`src/rtl/serializador.sv`:
```
// serializador: parallel-to-serial link transmitter, MSB first.
// Sends a COM alignment burst after reset and COM filler when idle.
module serializador #(
  parameter int              BITS        = 8,
  parameter logic [BITS-1:0] COM         = 8'hBC,
  parameter int              ALIGN_COUNT = 4
) (
  input  logic            clk,
  input  logic            reset_L,
  input  logic [BITS-1:0] in,
  input  logic            in_DK,
  input  logic            valid,
  output logic            ready,
  output logic            data,
  output logic            DK,
  output logic            sym_start,
  output logic            active
);

  localparam int CW = (BITS > 1) ? $clog2(BITS) : 1;
  localparam int AW = (ALIGN_COUNT > 1) ? $clog2(ALIGN_COUNT) : 1;
  localparam logic [CW-1:0] LAST_BIT   = CW'(BITS - 1);
  localparam logic [AW-1:0] LAST_ALIGN = AW'(ALIGN_COUNT - 1);

  typedef enum logic {
    ALIGN,
    RUN
  } state_t;

  state_t          state;
  state_t          state_nx;
  logic [AW-1:0]   align_cnt;
  logic [AW-1:0]   align_nx;
  logic [BITS-1:0] shreg;
  logic            dk_r;
  logic            act_r;
  logic [CW-1:0]   bit_cnt;
  logic            load;
  logic            take;

  assign load      = (bit_cnt == LAST_BIT);
  assign ready     = load &&
                     (state == RUN || align_cnt == LAST_ALIGN);
  assign take      = ready && valid;

  assign data      = shreg[BITS-1];
  assign DK        = dk_r;
  assign active    = act_r;
  assign sym_start = (bit_cnt == '0);

  // alignment FSM state and COM burst counter
  always_ff @(posedge clk or negedge reset_L) begin
    if (!reset_L) begin
      state     <= ALIGN;
      align_cnt <= '0;
    end else begin
      state     <= state_nx;
      align_cnt <= align_nx;
    end
  end

  // FSM advances only on symbol boundaries
  always_comb begin
    state_nx = state;
    align_nx = align_cnt;
    if (load) begin
      unique case (state)
        ALIGN: begin
          if (align_cnt == LAST_ALIGN)
            state_nx = RUN;
          else
            align_nx = align_cnt + AW'(1);
        end
        RUN: state_nx = RUN;
      endcase
    end
  end

  // shift out current symbol, load next one at the last bit
  always_ff @(posedge clk or negedge reset_L) begin
    if (!reset_L) begin
      shreg   <= COM;
      dk_r    <= 1'b1;
      act_r   <= 1'b0;
      bit_cnt <= '0;
    end else if (load) begin
      bit_cnt <= '0;
      if (take) begin
        shreg <= in;
        dk_r  <= in_DK;
        act_r <= 1'b1;
      end else begin
        shreg <= COM;
        dk_r  <= 1'b1;
        act_r <= 1'b0;
      end
    end else begin
      shreg   <= {shreg[BITS-2:0], 1'b0};
      bit_cnt <= bit_cnt + CW'(1);
    end
  end

endmodule

```
`config.mk`:
```
export PLATFORM = sky130hd
export DESIGN_NAME = serializador
export DESIGN_NICKNAME = d
export VERILOG_FILES = /design/src/rtl/serializador.sv
export SDC_FILE = /design/constraint.sdc
export NUM_CORES = 1
export LEC_CHECK = 0
export CORE_MARGIN = 5
export CORE_UTILIZATION = 49
export DETAILED_ROUTE_END_ITERATION = 16
export GPL_ROUTABILITY_DRIVEN = 0
export HOLD_SLACK_MARGIN = 0.03
export PLACE_DENSITY_LB_ADDON = 0.3
export SYNTH_ARGS = -nofsm -noshare
export SYNTH_HDL_FRONTEND = slang
export SYNTH_SLANG_ARGS = --single-unit
```
`constraint.sdc`:
```
create_clock -name clk -period 2.3 [get_ports clk]
set_input_delay 0.345 -clock clk [delete_from_list [all_inputs] [get_ports clk]]
set_output_delay 0.345 -clock clk [all_outputs]
set_load 0.05 [all_outputs]
```
* Word level (Yosys, flattened, before mapping) *
Cells that the tools add are included.

storage, ports and cells
  output and inout port bits = 5
  logic and storage cells = 24
  bits in registers = 16
  bits of input ports = 12

cells by class
  eq/ne operators = 2
  multiplexer cells = 7
  bitwise gates (word level) = 2
  add/sub/neg operators = 2
  reductions and logical operators = 5

operator list
  kind                   count
  $mux W8                2
  $add A3 B1 Y3 const B  1
  $eq A3 B3 Y1 const B   1
  $logic_not A3 Y1       1
  $mux W1                3
  $mux W3                1
  $reduce_and A3 Y1      1
  $add A2 B1 Y2 const B  1
  $eq A2 B2 Y1 const B   1
  $logic_and A1 B1 Y1    2
  $not A1 Y1             2
  $pmux W1 S2            1
  $logic_or A1 B1 Y1     1

* Depth between registers and ports, before layout *
Gate-level depths: netlist (run 1).

  depth in word-level cells = 6
  mapped depth = 5

* Least setup slack after synthesis (run 1) *
Ideal clock, no wire load.

  kind = register -> output
  start point = register bit_cnt[0]
  end point = output ready
  arrival = 1.287 ns
  setup slack = 0.668 ns
  stages on the path, launching flop included = 5
  path through = dfrtp_1 > ha_1 > ha_1 > buf_2 > o21a_1

on the way
  longest elaborated chain between the ends = 2

RTL lines
  item                    RTL line  RTL
  start, declared         37        logic [CW-1:0] bit_cnt;
  start signal, assigned  99        bit_cnt <= bit_cnt + CW'(1);
  $eq A3 B3 Y1            41        assign load = (bit_cnt == LAST_BIT);
  $logic_and A1 B1 Y1     42        assign ready = load &&
  end, declared           13        output logic ready,

No other way between the ends.

* Worst setup path in the final report (run 1) *
  start point = register bit_cnt[0]
  end point = output sym_start

on the way
  longest elaborated chain between the ends = 1

RTL lines
  item              RTL line  RTL
  $logic_not A3 Y1  49        assign sym_start = (bit_cnt == '0);
  end, declared     16        output logic sym_start,

No other way between the ends.

==> impl_results.md, run 1 <==
- Hold buffers post-CTS: 0
- Peak VDD IR: 0.000339 V
- Seq/Total Area, Yosys: 58.8%
- HPWL after DPL: 909 µm
- CP max-delay cell: clkdlybuf4s50_1
- Outcome: complete, no violations
- #FFs+latches synth: 16
- Grt total ovfl: 0
- GR Util All Layers: 13.0%
- Pre-Repair DR Iteration Count: 2
- Antenna violations before repair: 0
- Worst-path clk slew: 0.08 ns
- Max Clock Skew: 0.00563 ns
- Flop-to-flop setup slack: 0.83 ns
- CP Capture Type: primary output
- Post-CTS Setup Bufs: 0
- Ant diodes: 0
- Height of the chip: 47.6 µm
- Tcrit/Tclk final: 92.9%
- CP startpoint kind: register
- Vias: 464
- Syn Area/Cell: 12.0 µm²
- Placed cell area: 868 µm²
- Crit-path max cell delay: 0.80 ns
- Hold WC Path Type: reg -> reg
- Min-delay src: bit_cnt[0]
- Core box area: 1320 µm²
- Full die area: 2270 µm²
- Post-route minimum period: 2.14 ns
- Clock Latency Late Sink: 0.28 ns
- Synth cell types: 17
- Max FO, Critical Path: 3
- ANT nets after route: 0
- # resized after CTS: 0
- Die Wd: 47.6 µm
- Reg2Reg Launch Point: bit_cnt[0]
- Synthesized area: 693 µm²
- Area Growth Syn to Fin: 30.5%
- R2r endpoint: active
- Least-Margin Pin Slew: 0.689 ns
- Worst path buffer plus inverter count: 2
- Hold slack: 0.450 ns
- Final hold vios: 0
- Largest net degree at the start of global routing: 21
- Req. time, crit path: 1.96 ns
- Vias in the first global route: 481
- Post-Synthesis Cells: 58
- Yosys warning count: 0
- Post-route setup slack: 0.162 ns
- Lkg Pwr: 0.411 nW
- Clk root buf: clkbuf_4
- Drt via density: 5.10
- Nets: 93
- Pre-CTS setup slack: 0.451 ns
- Slew Limit Fails: 0
- First-pass GRT wire length: 1930 µm
- Hold Path Cell Cnt: 1
- Fmax achieved: 0.468 GHz
- Util after Layout: 68.7%
- Syn_nets: 74
- Worst Setup Path Type: reg -> out
- Initial core utilization: 52.6%
- Fin area: 905 µm²
- H-tree levels: 1
- Setup TNS Final: 0 ns
- DR iter-0 viols: 6
- Total CTS buffers: 3
- CP delay by family, top: buffers and inverters
- Final setup violation count: 0
- Rel. slew slack: 53.9%
- Deepest clock path buffer count: 2
- IO buf count: 16
- Min-Delay Endpoint: bit_cnt[0]
- CTS sink cnt: 16
- I/O pins: 17
- WP data arrival: 1.79 ns
- Pwr per Cell Area: 580 nW/µm²
- TritonCTS clock tree: built
- DRC Markers: 0
- Total Routed Length: 1210 µm
- Layout cell share with drive strength beyond 1: 19.7%
- Max-Cap Viols: 0
- Row count: 13
- Post-DR wirelength/cell: 13.3 µm
- Critical path cell sequence: inv_1, ha_1, nor2b_1, clkdlybuf4s50_1
- R2R cell count: 4
- Unrepaired setup endpoints after global routing: false
## cell type report
type,count,area [µm²]
clock buffers,4,36.3
fillers,107,413
inverters,8,30.0
multi-input cells,31,234
flip-flops and latches,16,408
well taps,15,18.8
repair buffers,17,178
## worst max path at each step
stage | from | to | cells past startpoint
2_1_floorplan | bit_cnt[0] | ready | 4
3_3_place_gp | bit_cnt[0] | sym_start | 4
3_5_place_dp | bit_cnt[0] | sym_start | 4
4_1_cts | bit_cnt[0] | sym_start | 4
5_1_grt | bit_cnt[0] | sym_start | 4
6_report | bit_cnt[0] | sym_start | 4
## metrics by stage
stage	std cells	power, W
2_1_floorplan	58	0.000324
3_3_place_gp	87	0.000353
3_5_place_dp	87	0.000354
4_1_cts	91	0.000535
5_1_grt	91	0.000551
6_report	91	0.000525
## worst register-to-register path: cells and delay by family, from the launching register on
family,cells,cell delay [ns]
flops,1,0.40
mux,1,0.31
buf+inv,1,0.22
fa+ha+maj,2,0.44
## Yosys cell counts (all sizes together)
| library cell | n | area share (%) |
|---|---|---|
| dfrtp | 10 | 36 |
| inv | 8 | 4.3 |
| nor2 | 7 | 3.8 |
| a31oi | 6 | 5.4 |
| dfstp | 6 | 23 |
| ha | 4 | 7.2 |
| nor2b | 4 | 3.6 |
| buf | 3 | 3.1 |
| a31o | 2 | 2.5 |
| mux2 | 2 | 3.8 |
| o21a | 2 | 2.2 |
| a21o | 1 | 1.3 |
| and3 | 1 | 0.90 |
| nor3b | 1 | 1.8 |
| xor2 | 1 | 1.3 |
## routing by layer
metal | track usage (%) | up-vias | wire [µm]
met5 | 0 | - | 0
met4 | 6.45 | 0 | 10
li1 | - | 225 | -
met1 | 13.3 | 224 | 530
met2 | 23.0 | 13 | 574
met3 | 4.89 | 2 | 93
## where the power goes
group	internal [W]	switching, W
clock	0.0000962	0.0000803
combinational	0.0000266	0.0000256
sequential	0.000293	0.00000284
total	0.000416	0.000109
## layout by cell type (no fill, tap or decap), types with 3 or more instances in the layout
cell type	n
dfstp_2	6
nor2_1	7
clkdlybuf4s50_1	15
clkbuf_4	3
inv_1	8
dfrtp_1	10
ha_1	4
a31oi_1	6
nor2b_1	4
## sequential cells by signal (all words and copies together) (netlist names)
name and cells:
shreg 8, bit_cnt 3, active 1, state 1, DK 1, align_cnt 2
## kinds of logic (layout without fill, tap and decap cells)
| group | after synthesis | in the layout | synth area share [%] |
|---|---|---|---|
| flops | 16 | 16 | 58.8 |
| xor+xnor | 1 | 1 | 1.26 |
| compound gates | 11 | 11 | 11.4 |
| fa+ha+maj | 4 | 4 | 7.22 |
| mux | 2 | 2 | 3.79 |
| simple gates | 13 | 13 | 10.1 |
| buf+inv | 11 | 29 | 7.40 |
Power figures use the tool's default switching activity.
==> run 2, diff against run 1 <==
--- a/config.mk
+++ b/config.mk
@@ -11,6 +11,7 @@
 export GPL_ROUTABILITY_DRIVEN = 0
 export HOLD_SLACK_MARGIN = 0.03
 export PLACE_DENSITY_LB_ADDON = 0.3
+export SLEW_MARGIN = 20
 export SYNTH_ARGS = -nofsm -noshare
 export SYNTH_HDL_FRONTEND = slang
 export SYNTH_SLANG_ARGS = --single-unit
==> results of run 2 <==
The final DEF is identical to that of run 1; final timing and power are the same.
